--- src/rtl/uart_rx_mmio.sv ---
// ---------------------------------------------------------------------------
// uart_rx_mmio
//   8N1 UART receiver with a small byte FIFO. The CPU reads it through two
//   load-path addresses. r_data is zero when this block is not addressed, so
//   the top level can OR it with the data-memory read data.
//
// Ports
//   clk       in   1   system clock
//   nrst      in   1   asynchronous active-low reset
//   uart_rx   in   1   serial input, idle high
//   address   in  32   load address from the execute stage
//   is_load   in   1   a load instruction is executing this cycle
//   r_data    out 32   combinational read data, zero-extended
//   rx_valid  out  1   registered FIFO non-empty flag
//
// Register map
//   RX_DATA_ADDR  {24'b0, head byte}; a load pops one byte (0 when empty)
//   RX_STAT_ADDR  {26'b0, count[5:2], frame_err[1], overrun[0]};
//                 a load clears frame_err and overrun
// ---------------------------------------------------------------------------
module uart_rx_mmio #(
   parameter int unsigned CLKS_PER_BIT = 1085,
   parameter int unsigned FIFO_DEPTH   = 4,
   parameter logic [31:0] RX_DATA_ADDR = 32'h0000_ff04,
   parameter logic [31:0] RX_STAT_ADDR = 32'h0000_ff08
) (
   input  logic        clk,
   input  logic        nrst,
   input  logic        uart_rx,
   input  logic [31:0] address,
   input  logic        is_load,
   output logic [31:0] r_data,
   output logic        rx_valid
);

   localparam int unsigned PTR_W = (FIFO_DEPTH > 1) ? $clog2(FIFO_DEPTH) : 1;
   localparam int unsigned CNT_W = PTR_W + 1;
   localparam int unsigned CLK_W = $clog2(CLKS_PER_BIT);

   localparam logic [CLK_W-1:0] HALF_LAST = CLK_W'(CLKS_PER_BIT / 2 - 1);
   localparam logic [CLK_W-1:0] BIT_LAST  = CLK_W'(CLKS_PER_BIT - 1);
   localparam logic [CNT_W-1:0] FULL_CNT  = CNT_W'(FIFO_DEPTH);

   localparam logic [1:0] S_IDLE  = 2'd0;
   localparam logic [1:0] S_START = 2'd1;
   localparam logic [1:0] S_DATA  = 2'd2;
   localparam logic [1:0] S_STOP  = 2'd3;

   // synchroniser
   logic             r_rx_meta;
   logic             r_rx_s;

   // receive FSM
   logic [1:0]       r_state;
   logic [CLK_W-1:0] r_clk_cnt;
   logic [2:0]       r_bit_cnt;
   logic [7:0]       r_shift;

   // FIFO
   logic [7:0]       r_mem [FIFO_DEPTH];
   logic [PTR_W-1:0] r_wr_ptr;
   logic [PTR_W-1:0] r_rd_ptr;
   logic [CNT_W-1:0] r_count;
   logic             r_overrun;
   logic             r_frame_err;

   logic             w_stop_smp;
   logic             w_full;
   logic             w_empty;
   logic             w_pop;
   logic             w_push;
   logic             w_ovr_set;
   logic             w_fe_set;
   logic             w_stat_rd;
   logic [CNT_W-1:0] w_count_nxt;
   logic [3:0]       w_count4;

   // ------------------------------------------------------------------
   // Two-flop input synchroniser, reset to the idle (high) line level
   // ------------------------------------------------------------------
   always_ff @(posedge clk or negedge nrst) begin
      if (!nrst) begin
         r_rx_meta <= 1'b1;
         r_rx_s    <= 1'b1;
      end else begin
         r_rx_meta <= uart_rx;
         r_rx_s    <= r_rx_meta;
      end
   end

   // ------------------------------------------------------------------
   // Receive FSM
   // ------------------------------------------------------------------
   always_ff @(posedge clk or negedge nrst) begin
      if (!nrst) begin
         r_state   <= S_IDLE;
         r_clk_cnt <= '0;
         r_bit_cnt <= '0;
         r_shift   <= '0;
      end else begin
         case (r_state)
            S_IDLE: begin
               if (!r_rx_s) begin
                  r_state   <= S_START;
                  r_clk_cnt <= '0;
               end
            end
            S_START: begin
               if (r_clk_cnt == HALF_LAST) begin
                  r_clk_cnt <= '0;
                  if (!r_rx_s) begin
                     r_state   <= S_DATA;
                     r_bit_cnt <= '0;
                  end else begin
                     // line back high at mid-start: treat as a glitch
                     r_state <= S_IDLE;
                  end
               end else begin
                  r_clk_cnt <= r_clk_cnt + CLK_W'(1);
               end
            end
            S_DATA: begin
               if (r_clk_cnt == BIT_LAST) begin
                  r_clk_cnt          <= '0;
                  r_shift[r_bit_cnt] <= r_rx_s;
                  if (r_bit_cnt == 3'd7) begin
                     r_state <= S_STOP;
                  end else begin
                     r_bit_cnt <= r_bit_cnt + 3'd1;
                  end
               end else begin
                  r_clk_cnt <= r_clk_cnt + CLK_W'(1);
               end
            end
            S_STOP: begin
               // return to IDLE on the sample edge; a held-low line
               // therefore re-enters START on the next cycle
               if (r_clk_cnt == BIT_LAST) begin
                  r_clk_cnt <= '0;
                  r_state   <= S_IDLE;
               end else begin
                  r_clk_cnt <= r_clk_cnt + CLK_W'(1);
               end
            end
            default: begin
               r_state   <= S_IDLE;
               r_clk_cnt <= '0;
            end
         endcase
      end
   end

   // ------------------------------------------------------------------
   // FIFO control
   // ------------------------------------------------------------------
   assign w_stop_smp = (r_state == S_STOP) && (r_clk_cnt == BIT_LAST);
   assign w_full     = (r_count == FULL_CNT);
   assign w_empty    = (r_count == '0);
   assign w_pop      = is_load && (address == RX_DATA_ADDR) && !w_empty;
   assign w_stat_rd  = is_load && (address == RX_STAT_ADDR);

   // a same-cycle pop frees a slot, so a full FIFO still accepts the byte
   assign w_push    = w_stop_smp && r_rx_s && (!w_full || w_pop);
   assign w_ovr_set = w_stop_smp && r_rx_s && w_full && !w_pop;
   assign w_fe_set  = w_stop_smp && !r_rx_s;

   always_comb begin
      w_count_nxt = r_count;
      if (w_push && !w_pop) begin
         w_count_nxt = r_count + CNT_W'(1);
      end else if (w_pop && !w_push) begin
         w_count_nxt = r_count - CNT_W'(1);
      end
   end

   always_ff @(posedge clk or negedge nrst) begin
      if (!nrst) begin
         r_wr_ptr    <= '0;
         r_rd_ptr    <= '0;
         r_count     <= '0;
         rx_valid    <= 1'b0;
         r_overrun   <= 1'b0;
         r_frame_err <= 1'b0;
      end else begin
         if (w_push) begin
            r_wr_ptr <= r_wr_ptr + PTR_W'(1);
         end
         if (w_pop) begin
            r_rd_ptr <= r_rd_ptr + PTR_W'(1);
         end
         r_count  <= w_count_nxt;
         rx_valid <= (w_count_nxt != '0);

         // a set event beats the clear-on-status-read
         if (w_ovr_set) begin
            r_overrun <= 1'b1;
         end else if (w_stat_rd) begin
            r_overrun <= 1'b0;
         end
         if (w_fe_set) begin
            r_frame_err <= 1'b1;
         end else if (w_stat_rd) begin
            r_frame_err <= 1'b0;
         end
      end
   end

   // storage has no reset; an entry is only visible once it has been written
   always_ff @(posedge clk) begin
      if (w_push) begin
         r_mem[r_wr_ptr] <= r_shift;
      end
   end

   // ------------------------------------------------------------------
   // Combinational read decode
   // ------------------------------------------------------------------
   assign w_count4 = 4'(r_count);

   always_comb begin
      r_data = '0;
      if (is_load) begin
         if (address == RX_DATA_ADDR) begin
            if (!w_empty) begin
               r_data = {24'b0, r_mem[r_rd_ptr]};
            end
         end else if (address == RX_STAT_ADDR) begin
            r_data = {26'b0, w_count4, r_frame_err, r_overrun};
         end
      end
   end

endmodule
--- config.mk ---
export PLATFORM = sky130hd
export DESIGN_NAME = uart_rx_mmio
export DESIGN_NICKNAME = d
export VERILOG_FILES = /design/src/rtl/uart_rx_mmio.sv
export SDC_FILE = /design/constraint.sdc
export NUM_CORES = 1
export LEC_CHECK = 0
export CORE_MARGIN = 2
export CORE_UTILIZATION = 55
export CTS_CLUSTER_DIAMETER = 80
export DETAILED_ROUTE_END_ITERATION = 12
export PLACE_DENSITY = 0.84
export SYNTH_ARGS = -nofsm -noshare
export SYNTH_HDL_FRONTEND = slang
export SYNTH_SLANG_ARGS = --single-unit
--- constraint.sdc ---
create_clock -name clk -period 7.95 [get_ports clk]
set_clock_uncertainty 0.1 [all_clocks]
set_input_delay 2.385 -clock clk [delete_from_list [all_inputs] [get_ports clk]]
set_output_delay 2.385 -clock clk [all_outputs]
set_load 0.02 [all_outputs]
==> results of run 1 <==
[kinds of logic (layout without fill, tap and decap cells)]
kind of cell / count (synthesis) / count (layout) / share of synthesized area, %
and+or+nand+nor: 110 / 110 / 18.58
DFF: 68 / 68 / 51.36
AOI/OAI and AO/OA: 53 / 53 / 9.617
buffers and inverters: 52 / 76 / 7.963
muxes: 15 / 15 / 7.032
adders and majority gates: 12 / 12 / 4.136
xor gates and xnor gates: 5 / 5 / 1.207
other: 1 / 24 / 0.1033
[critical path: stages]
cell and delay [ns]:
sky130_fd_sc_hd__clkdlybuf4s50_1 0.41, sky130_fd_sc_hd__or4_1 0.53, sky130_fd_sc_hd__nor2_1 0.28, sky130_fd_sc_hd__nand4_2 0.33, sky130_fd_sc_hd__nor2_4 0.31, sky130_fd_sc_hd__a22o_1 0.18
sky130_fd_sc_hd__clkdlybuf4s50_1 0.59
[state kept, by name, summed over array words and instances (netlist names), named ones only]
name	cells
r_clk_cnt	11
r_shift	8
r_count	3
r_rd_ptr	2
r_frame_err	1
rx_valid	1
r_state	1
r_rx_s	1
r_overrun	1
r_bit_cnt	3
r_rx_meta	1
r_mem	32
r_wr_ptr	2
[layer usage]
layer / track usage, % / part of all wire [%]
met5: 0 / 0
met4: 7.071 / 1.1
met3: 7.198 / 7.3
met2: 31.82 / 49
met1: 25.44 / 43
[worst paths after layout]
check,from,end,slack (ns),depth (start not counted)
worst max register to register,r_clk_cnt[0],r_mem[2][2],5.10,6
min in group asynchronous,nrst,r_shift[1],2.03,1
worst min register to register,r_rx_meta,r_rx_s,0.26,0
worst max-delay path,address[16],r_data[4],0.44,7
worst min-delay path,r_rx_meta,r_rx_s,0.26,0
max in group asynchronous,nrst,r_count[2],5.20,1
[power by group]
part / internal, mW / switching (mW)
Sequential: 0.366 / 0.000618
Clock: 0.150 / 0.142
Combinational: 0.0167 / 0.0192
[metrics by stage]
| stage | setup slack [ns] | hold WS (ns) |
|---|---|---|
| after floorplan | 1.525 | 0.2452 |
| after global placement | 0.4480 | 0.2460 |
| after detailed placement | 0.4211 | 0.2505 |
| after CTS | 0.4028 | 0.2616 |
| after global routing | 0.1534 | 0.2701 |
| final | 0.4362 | 0.2617 |
[placed cells by master, fill, tap and decap left out, drive strengths merged, types with 3 or more instances in the layout]
cell type | netlist | final
edfxtp | 32 | 32
a22o | 5 | 5
nand2 | 20 | 20
a21oi | 7 | 7
and3 | 8 | 8
mux2i | 3 | 3
nand4 | 7 | 7
clkdlybuf4s50 | 0 | 43
clkbuf | 8 | 9
nand4b | 4 | 4
or3 | 3 | 3
ha | 12 | 12
or4 | 3 | 3
inv | 15 | 17
o31ai | 4 | 4
nor4b | 3 | 3
o21ai | 23 | 23
nor2 | 9 | 9
mux2 | 4 | 4
mux4 | 8 | 8
and2 | 7 | 7
conb | 1 | 24
nor2b | 4 | 4
nand2b | 6 | 6
a31oi | 5 | 5
dfrtp | 34 | 34
nand3 | 19 | 19
xnor2 | 3 | 3
clkinv | 0 | 4
nor3 | 9 | 9
[final cells by class]
| type | count | area, um2 | share of cell area, % |
|---|---|---|---|
| clock buffer | 9 | 123.9 | 2.927 |
| inverter | 15 | 56.30 | 1.331 |
| multi-input combinational | 219 | 1563 | 36.93 |
| clock inverter | 7 | 85.08 | 2.011 |
| tap | 77 | 96.34 | 2.277 |
| sequential | 68 | 1864 | 44.06 |
| timing repair buffer | 45 | 442.9 | 10.47 |
==> load_flow_metrics.sql, run 1 <==
INSERT INTO impl_metrics (metric_group, metric, value, unit) VALUES
('grt', 'total_routing_usage_reported_by_global_routing', '20.00', '%'),
('floorplan', 'die-area', '7265', 'um2'),
('placed_design', 'dpl_cell_area', '4023', 'um2'),
('grt', 'globalRouteOverflowTotal', '0', ''),
('pwr', 'ir_drop', '0.1513', 'mV'),
('route', 'drt-pass1-iter-count', '4', ''),
('synthesis', 'postSynthAreaPerCell', '11.49', 'um2'),
('cts', 'cts_htree_levels', '3', ''),
('critical_path', 'path_max_fanout', '10', ''),
('critical_path', 'required', '5.47', 'ns'),
('placed_design', 'place.detailed.instances', '424', ''),
('synthesis', 'synth_most_common_cell', 'sky130_fd_sc_hd__dfrtp_1', ''),
('critical_path', 'cp-start-kind', 'input pin', ''),
('synthesis', 'yosys.area.top_type_share', '26.47', '%'),
('cells_and_area', 'post-route-cell-area', '4232', 'um2'),
('critical_path', 'cp-end-kind', 'primary output', ''),
('cts', 'tritoncts', 'done', ''),
('placed_design', 'place.gp.congestion', '0.8573', ''),
('synthesis', 'post-synth-top-area-cell', 'sky130_fd_sc_hd__edfxtp_1', ''),
('floorplan', 'i_o_pins', '69', ''),
('route', 'ant_nets', '0', ''),
('cells_and_area', 'area_growth_syn_to_layout', '16.58', '%'),
('cells_and_area', 'post_route_cells_drive_above_1_share', '11.29', '%'),
('synthesis', 'synth_enable_flop_cells', '32', ''),
('pwr', 'post-layout-total-power', '0.6944', 'mW'),
('synthesis', 'commonest_cells_in_the_synthesized_netlist', 'sky130_fd_sc_hd__dfrtp_1, sky130_fd_sc_hd__edfxtp_1, sky130_fd_sc_hd__buf_4', ''),
('pwr', 'power_density', '164.1', 'nW/um2'),
('timing', 'setup_viol', '0', ''),
('critical_path', 'setup.worst_path.class', 'input pin to primary output', ''),
('route', 'drc', '0', ''),
('cells_and_area', 'stdcell_count', '440', ''),
('floorplan', 'std_cell_rows', '29', ''),
('cells_and_area', 'fillCellCount', '488', ''),
('timing', 'grt_setup_unrepaired', 'no', ''),
('critical_path', 'arrival', '5.03', 'ns'),
('route', 'drt-total-wl', '6898', 'um'),
('placed_design', 'hpwl_after_dpl', '4936', 'um'),
('grt', 'vias_in_the_first_global_route', '2293', ''),
('synthesis', 'distinct_cell_type_count_of_the_synthesized_netlist', '52', ''),
('synthesis', 'synth-seq-cells', '68', ''),
('synthesis', 'synth.yosys.seq_area_share', '51.36', '%'),
('synthesis', 'synth_cells', '316', ''),
('cts', 'ctsRootBufferMaster', 'sky130_fd_sc_hd__clkbuf_8', ''),
('synthesis', 'yosys_most_used_dff', 'sky130_fd_sc_hd__dfrtp_1', ''),
('cells_and_area', 'number_of_antenna_cells_inserted', '0', ''),
('route', 'route.detailed.wl_per_inst', '15.68', 'um'),
('cts', 'cts_hold_bufs', '0', ''),
('floorplan', 'dieWidth', '85.24', 'um'),
('flow_run', 'cap_violations', '0', ''),
('floorplan', 'core_area', '6350', 'um2'),
('timing', 'max_slew.worst_pin.slew', '0.8292', 'ns'),
('floorplan', 'chipHeight', '85.24', 'um'),
('grt', 'grt_start_max_net_pins', '37', ''),
('cells_and_area', 'final_core_utilization', '66.64', '%'),
('run_status', 'status', 'finished clean', ''),
('cts', 'worstSkewPairLatency', '0.35', 'ns'),
('route', 'route.vias.total', '2509', ''),
('placed_design', 'io_buffer_count', '44', ''),
('timing', 'timing.final.max_slew_violations', '0', ''),
('cts', 'clkSlewWorstSetupHoldPaths', '0.07', 'ns'),
('cts', 'clock_sinks', '68', ''),
('cts', 'cts_resized', '0', ''),
('timing', 'finalCritPeriodShare', '94.51', '%'),
('cts', 'clockBufferDepth', '2', ''),
('cells_and_area', 'design.final.nets', '406', ''),
('timing', 'finalHoldViolCount', '0', ''),
('grt', 'first_pass_grt_wire_length', '11100', 'um'),
('hold_path', 'worst_hold_class', 'flip-flop to flip-flop', ''),
('synthesis', 'synth.yosys.warnings', '0', ''),
('timing', 'timing.fmax', '133.1', 'MHz'),
('timing', 'setup_total_negative_slack', '0', 'ns'),
('synthesis', 'synth_top_cells_by_area', 'sky130_fd_sc_hd__edfxtp_1, sky130_fd_sc_hd__dfrtp_1, sky130_fd_sc_hd__buf_4', ''),
('floorplan', 'floorplan.initialDensity', '57.16', '%'),
('route', 'avgViaCountPerCell', '5.702', ''),
('route', 'initialDrtViolationCount', '199', ''),
('timing', 'min_period', '7.514', 'ns'),
('timing', 'relSlewSlack', '44.72', '%'),
('cts', 'cts_inserted_buffers', '9', ''),
('synthesis', 'mappedNetlistArea', '3630', 'um2'),
('synthesis', 'asyncSetResetFlopFracSynth', '52.94', '%'),
('grt', 'antenna_found_initial', '0', ''),
('cts', 'post-cts-setup-buffer-count', '0', ''),
('pwr', 'leakage', '1.742', 'nW');
Note: power is estimated with default switching activity, not from simulation.
==> run 2, diff against run 1 <==
--- a/config.mk
+++ b/config.mk
@@ -9,7 +9,7 @@
 export CORE_UTILIZATION = 55
 export CTS_CLUSTER_DIAMETER = 80
 export DETAILED_ROUTE_END_ITERATION = 12
-export PLACE_DENSITY = 0.84
+export PLACE_DENSITY_LB_ADDON = 0.25
 export SYNTH_ARGS = -nofsm -noshare
 export SYNTH_HDL_FRONTEND = slang
 export SYNTH_SLANG_ARGS = --single-unit
==> load_flow_metrics.sql, run 2 (same netlist as run 1, synthesis figures left out) <==
INSERT INTO impl_metrics (metric_group, metric, value, unit) VALUES
('critical_path', 'path_max_fanout', '7', ''),
('critical_path', 'worst_r2r_endpoint', 'r_mem[0][6]', ''),
('route', 'drt-total-wl', '6930', 'um'),
('cts', 'clkSlewWorstSetupHoldPaths', '0.07', 'ns'),
('cells_and_area', 'final_core_utilization', '66.90', '%'),
('timing', 'min_period', '7.572', 'ns'),
('critical_path', 'arrival', '5.09', 'ns'),
('cts', 'clockBufferDepth', '2', ''),
('cells_and_area', 'design.final.nets', '407', ''),
('cts', 'ctsRootBufferMaster', 'sky130_fd_sc_hd__clkbuf_8', ''),
('route', 'route.vias.total', '2494', ''),
('route', 'initialDrtViolationCount', '160', ''),
('critical_path', 'worstReg2RegStart', 'r_clk_cnt[0]', ''),
('cells_and_area', 'multiInputGateArea', '1563', 'um2'),
('placed_design', 'place.gp.congestion', '0.8428', ''),
('route', 'avgViaCountPerCell', '5.655', ''),
('critical_path', 'cp-start-kind', 'input pin', ''),
('timing', 'hold_slack', '0.2591', 'ns'),
('cts', 'clock_sinks', '68', ''),
('cells_and_area', 'largest_registers', 'r_mem: 32 flops, r_clk_cnt: 11 flops, r_shift: 8 flops', ''),
('floorplan', 'std_cell_rows', '29', ''),
('grt', 'first_pass_grt_wire_length', '11560', 'um'),
('timing', 'grt_setup_unrepaired', 'no', ''),
('timing', 'timing.fmax', '132.1', 'MHz'),
('cts', 'cts_hold_bufs', '0', ''),
('placed_design', 'hpwl_after_dpl', '4994', 'um'),
('cts', 'worstSkewPairLatency', '0.35', 'ns'),
('floorplan', 'chipHeight', '85.24', 'um'),
('timing', 'post-route-worst-setup-slack', '0.3775', 'ns'),
('route', 'drc', '0', ''),
('cells_and_area', 'fillCellCount', '479', ''),
('floorplan', 'die-area', '7265', 'um2'),
('pwr', 'ir_drop', '0.1323', 'mV'),
('pwr', 'leakage', '1.748', 'nW'),
('cells_and_area', 'number_of_antenna_cells_inserted', '0', ''),
('timing', 'setup_viol', '0', ''),
('grt', 'total_routing_usage_reported_by_global_routing', '20.60', '%'),
('cells_and_area', 'most-common-layout-cells', 'sky130_fd_sc_hd__clkdlybuf4s50_1, sky130_fd_sc_hd__dfrtp_1, sky130_fd_sc_hd__edfxtp_1, sky130_fd_sc_hd__conb_1, sky130_fd_sc_hd__o21ai_0', ''),
('cells_and_area', 'layout.area.seq', '1864', 'um2'),
('pwr', 'power.share.switching', '21.12', '%'),
('floorplan', 'i_o_pins', '69', ''),
('grt', 'vias_in_the_first_global_route', '2431', ''),
('timing', 'finalCritPeriodShare', '95.25', '%'),
('route', 'drt-pass1-iter-count', '4', ''),
('cts', 'tritoncts', 'done', ''),
('placed_design', 'io_buffer_count', '44', ''),
('cts', 'cts_inserted_buffers', '9', ''),
('pwr', 'combPwrFrac', '5.0', '%'),
('pwr', 'power.share.sequential', '51.6', '%'),
('floorplan', 'core_area', '6350', 'um2'),
('critical_path', 'cp-end-kind', 'primary output', ''),
('run_status', 'status', 'finished clean', ''),
('critical_path', 'required', '5.47', 'ns'),
('placed_design', 'place.detailed.instances', '425', ''),
('route', 'route.detailed.wl_per_inst', '15.71', 'um'),
('timing', 'timing.final.max_slew_violations', '0', ''),
('floorplan', 'dieWidth', '85.24', 'um'),
('floorplan', 'floorplan.initialDensity', '57.16', '%'),
('cells_and_area', 'post-route-cell-area', '4248', 'um2'),
('hold_path', 'hold_start', 'r_rx_meta', ''),
('cells_and_area', 'post_route_cells_drive_above_1_share', '10.99', '%'),
('timing', 'max_slew.worst_pin.slew', '0.8646', 'ns'),
('hold_path', 'worstHoldPathCells', '0', ''),
('cells_and_area', 'final_common_cell', 'sky130_fd_sc_hd__clkdlybuf4s50_1', ''),
('cts', 'cts_htree_levels', '3', ''),
('pwr', 'intPower', '0.5616', 'mW'),
('grt', 'grt_start_max_net_pins', '37', ''),
('critical_path', 'reg2reg_slack', '5.15', 'ns'),
('timing', 'finalHoldViolCount', '0', ''),
('cts', 'cts_resized', '0', ''),
('cts', 'post-cts-setup-buffer-count', '0', ''),
('flow_run', 'cap_violations', '0', ''),
('cells_and_area', 'largest_reg_flops', '32', ''),
('hold_path', 'hold_end', 'r_rx_s', ''),
('pwr', 'switch_pwr', '0.1503', 'mW'),
('critical_path', 'reg2regPathDepth', '6', ''),
('timing', 'setup_total_negative_slack', '0', 'ns'),
('critical_path', 'setup.worst_path.class', 'input pin to primary output', ''),
('hold_path', 'worst_hold_class', 'flip-flop to flip-flop', ''),
('route', 'ant_nets', '0', ''),
('cells_and_area', 'register_bank_with_the_most_flops', 'r_mem', ''),
('grt', 'globalRouteOverflowTotal', '0', ''),
('cells_and_area', 'area_growth_syn_to_layout', '17.03', '%'),
('placed_design', 'dpl_cell_area', '4030', 'um2'),
('pwr', 'power_density', '167.6', 'nW/um2'),
('grt', 'antenna_found_initial', '0', ''),
('placed_design', 'place_ws', '0.3827', 'ns'),
('timing', 'relSlewSlack', '42.36', '%'),
('pwr', 'clockPowerShare', '43.4', '%'),
('pwr', 'post-layout-total-power', '0.7119', 'mW'),
('cells_and_area', 'stdcell_count', '441', '');
## run 2: worst max path at each step
stage,startpoint,to,slack [ns],depth (start not counted)
after CTS,address[4],r_data[1],0.38,7
after floorplan,address[20],r_data[4],1.52,5
final,address[4],r_data[1],0.38,7
after detailed placement,address[4],r_data[1],0.38,7
after global routing,address[4],r_data[2],0.19,7
after global placement,address[4],r_data[1],0.47,7
## run 2: final cells by class
class	count	share of cell area, %
sequential	68	43.89
clock inverter	5	2.032
timing repair buffer	46	10.60
tap	77	2.268
multi-input combinational	219	36.79
clock buffer	11	3.093
inverter	15	1.325
## run 2: critical path, stage by stage
cell and delay (ns):
sky130_fd_sc_hd__clkdlybuf4s50_1 0.39, sky130_fd_sc_hd__nor4b_1 0.37, sky130_fd_sc_hd__nor4bb_1 0.52, sky130_fd_sc_hd__nand3_1 0.16, sky130_fd_sc_hd__nor3b_2 0.42, sky130_fd_sc_hd__a22o_1 0.23, sky130_fd_sc_hd__clkdlybuf4s50_1 0.61
## run 2: power groups by stage
stage                     Clock, mW  Combinational [mW]  Sequential [mW]
after floorplan                   0              0.0222            0.374
after global placement            0              0.0354            0.374
after detailed placement          0              0.0358            0.374
after CTS                     0.315              0.0360            0.367
after global routing          0.329              0.0387            0.367
final                         0.309              0.0359            0.367
## run 2: metal layers
layer,vias up,GRT usage (%),share of wire (%)
li1,1205,-,-
met1,1184,26.57,44
met2,98,33.24,48
met3,7,6.615,7.5
met4,0,6.782,1.1
met5,-,0,0
==> run 3, diff against run 2 <==
--- a/config.mk
+++ b/config.mk
@@ -6,9 +6,11 @@
 export NUM_CORES = 1
 export LEC_CHECK = 0
 export CORE_MARGIN = 2
-export CORE_UTILIZATION = 55
+export CORE_UTILIZATION = 52
 export CTS_CLUSTER_DIAMETER = 80
+export CTS_CLUSTER_SIZE = 10
 export DETAILED_ROUTE_END_ITERATION = 12
+export HOLD_SLACK_MARGIN = 0.03
 export PLACE_DENSITY_LB_ADDON = 0.25
 export SYNTH_ARGS = -nofsm -noshare
 export SYNTH_HDL_FRONTEND = slang
==> constraint.sdc (replaced) <==
create_clock -name clk -period 7.2 [get_ports clk]
set_clock_uncertainty 0.1 [all_clocks]
set_input_delay 2.16 -clock clk [delete_from_list [all_inputs] [get_ports clk]]
set_output_delay 2.16 -clock clk [all_outputs]
set_load 0.02 [all_outputs]
==> load_flow_metrics.sql, run 3 (same netlist as run 1, synthesis figures left out) <==
INSERT INTO impl_metrics (metric_group, metric, value, unit) VALUES
('cts', 'clock_sinks', '68', ''),
('cells_and_area', 'most-common-layout-cells', 'sky130_fd_sc_hd__clkdlybuf4s50_1, sky130_fd_sc_hd__dfrtp_1, sky130_fd_sc_hd__edfxtp_1, sky130_fd_sc_hd__conb_1, sky130_fd_sc_hd__o21ai_0', ''),
('placed_design', 'place.gp.congestion', '0.7731', ''),
('critical_path', 'cp-end-kind', 'primary output', ''),
('cts', 'cts_hold_bufs', '0', ''),
('critical_path', 'arrival', '4.78', 'ns'),
('floorplan', 'chipHeight', '87.55', 'um'),
('timing', 'timing.final.max_slew_violations', '0', ''),
('flow_run', 'cap_violations', '0', ''),
('timing', 'grt_setup_unrepaired', 'no', ''),
('critical_path', 'setup.worst_path.class', 'input pin to primary output', ''),
('route', 'route.vias.total', '2479', ''),
('critical_path', 'required', '4.94', 'ns'),
('pwr', 'leakage', '1.744', 'nW'),
('cells_and_area', 'post_route_cells_drive_above_1_share', '11.78', '%'),
('pwr', 'ir_drop', '0.1354', 'mV'),
('timing', 'finalHoldViolCount', '0', ''),
('critical_path', 'cp-start-kind', 'input pin', ''),
('critical_path', 'cpMaxStageDelayCell', 'sky130_fd_sc_hd__clkdlybuf4s50_1', ''),
('critical_path', 'critical-path-top-delay-family', 'simple AND/OR/NAND/NOR gates', ''),
('cts', 'clockBufferDepth', '2', ''),
('grt', 'vias_in_the_first_global_route', '2374', ''),
('hold_path', 'worst_hold_class', 'flip-flop to flip-flop', ''),
('cells_and_area', 'area_growth_syn_to_layout', '17.03', '%'),
('run_status', 'status', 'finished clean', ''),
('timing', 'hold_slack', '0.2587', 'ns'),
('critical_path', 'reg2reg_slack', '4.41', 'ns'),
('floorplan', 'i_o_pins', '69', ''),
('floorplan', 'floorplan.initialDensity', '53.72', '%'),
('cts', 'clkSlewWorstSetupHoldPaths', '0.08', 'ns'),
('cts', 'cts_htree_levels', '3', ''),
('timing', 'min_period', '7.043', 'ns'),
('cells_and_area', 'largest_registers', 'r_mem: 32 flops, r_clk_cnt: 11 flops, r_shift: 8 flops', ''),
('timing', 'max_slew.worst_pin.slew', '0.8115', 'ns'),
('grt', 'antenna_found_initial', '0', ''),
('cells_and_area', 'register_bank_with_the_most_flops', 'r_mem', ''),
('critical_path', 'worstPathCellList', 'clkdlybuf4s50_1, nor4b_1, nor4bb_1, nand3_1, nor3b_2, a22o_1, clkdlybuf4s50_1', ''),
('route', 'avgViaCountPerCell', '5.571', ''),
('critical_path', 'worst_path_most_repeated_cell', 'sky130_fd_sc_hd__clkdlybuf4s50_1', ''),
('placed_design', 'hpwl_after_dpl', '4847', 'um'),
('pwr', 'power_density', '181.3', 'nW/um2'),
('timing', 'relSlewSlack', '45.90', '%'),
('timing', 'finalCritPeriodShare', '97.81', '%'),
('cts', 'ctsRootBufferMaster', 'sky130_fd_sc_hd__clkbuf_8', ''),
('cts', 'cts_inserted_buffers', '9', ''),
('floorplan', 'die-area', '7664', 'um2'),
('timing', 'timing.fmax', '142.0', 'MHz'),
('cells_and_area', 'final_common_cell', 'sky130_fd_sc_hd__clkdlybuf4s50_1', ''),
('floorplan', 'dieWidth', '87.55', 'um'),
('timing', 'setup_total_negative_slack', '0', 'ns'),
('grt', 'first_pass_grt_wire_length', '11010', 'um'),
('critical_path', 'critPathBufInv', '2', ''),
('placed_design', 'io_buffer_count', '44', ''),
('timing', 'setup_viol', '0', ''),
('critical_path', 'timing.critical_path.slowest_cell_delay', '0.60', 'ns'),
('critical_path', 'path_max_fanout', '6', ''),
('route', 'route.detailed.wl_per_inst', '15.27', 'um'),
('cells_and_area', 'largest_reg_flops', '32', ''),
('floorplan', 'core_area', '6756', 'um2'),
('route', 'ant_nets', '0', ''),
('grt', 'globalRouteOverflowTotal', '0', ''),
('floorplan', 'std_cell_rows', '30', ''),
('cells_and_area', 'number_of_antenna_cells_inserted', '0', ''),
('route', 'initialDrtViolationCount', '157', ''),
('cts', 'tritoncts', 'done', ''),
('cells_and_area', 'design.final.nets', '408', ''),
('route', 'drc', '0', ''),
('route', 'drt-total-wl', '6793', 'um'),
('grt', 'grt_start_max_net_pins', '37', ''),
('cts', 'worstSkewPairLatency', '0.35', 'ns'),
('route', 'drt-pass1-iter-count', '4', ''),
('cts', 'post-cts-setup-buffer-count', '0', ''),
('cts', 'cts_resized', '0', ''),
('grt', 'total_routing_usage_reported_by_global_routing', '19.13', '%');
## run 3: changes by cell type in the layout (fill, tap and decap cells not counted), sizes merged
cell	before	now
bufinv	2	1
clkinvlp	0	2
inv	15	19
buf	3	4
clkbuf	11	9
clkinv	3	0
## run 3: final cells by class
type                       count  area, um2
fill                         543       2509
sequential                    68       1864
multi-input combinational    219       1563
timing repair buffer          47      457.9
clock buffer                   9      123.9
tap                           80      100.1
clock inverter                 7      82.58
inverter                      15      56.30
## run 3: stage by stage
step | instances | utilization (%) | total power, mW | setup slack [ns] | instance area, um2
finish | 445 | 62.87 | 0.7703 | 0.1574 | 4248
global route | 445 | 62.87 | 0.8020 | 0.01023 | 4248
CTS | 445 | 62.87 | 0.7790 | 0.1517 | 4248
detailed placement | 429 | 59.81 | 0.4531 | 0.1615 | 4041
global placement | 429 | 59.81 | 0.4527 | 0.1979 | 4041
floorplan | 339 | - | 0.4377 | 1.225 | 3716
## run 3: power by group
group	total [mW]	internal (mW)	switching, mW	leakage [nW]
logic	0.0396	0.0184	0.0212	0.813
clock network	0.326	0.166	0.160	0.0988
registers	0.405	0.404	0.000602	0.833
total	0.770	0.589	0.182	1.74
## run 3: per-layer routing
metal,part of all wire [%],track usage [%]
met4,1.6,7.692
met2,46,30.10
met1,45,24.62
met5,0,0
met3,7.5,6.409
## run 3: path summary, 6_finish.rpt
check,cells past startpoint,start,to
worst max-delay path,7,address[4],r_data[1]
worst min-delay path,0,r_rx_meta,r_rx_s
worst max register to register,4,r_clk_cnt[7],r_mem[3][3]
worst min register to register,0,r_rx_meta,r_rx_s
max in group asynchronous,1,nrst,r_frame_err
min in group asynchronous,1,nrst,r_clk_cnt[0]
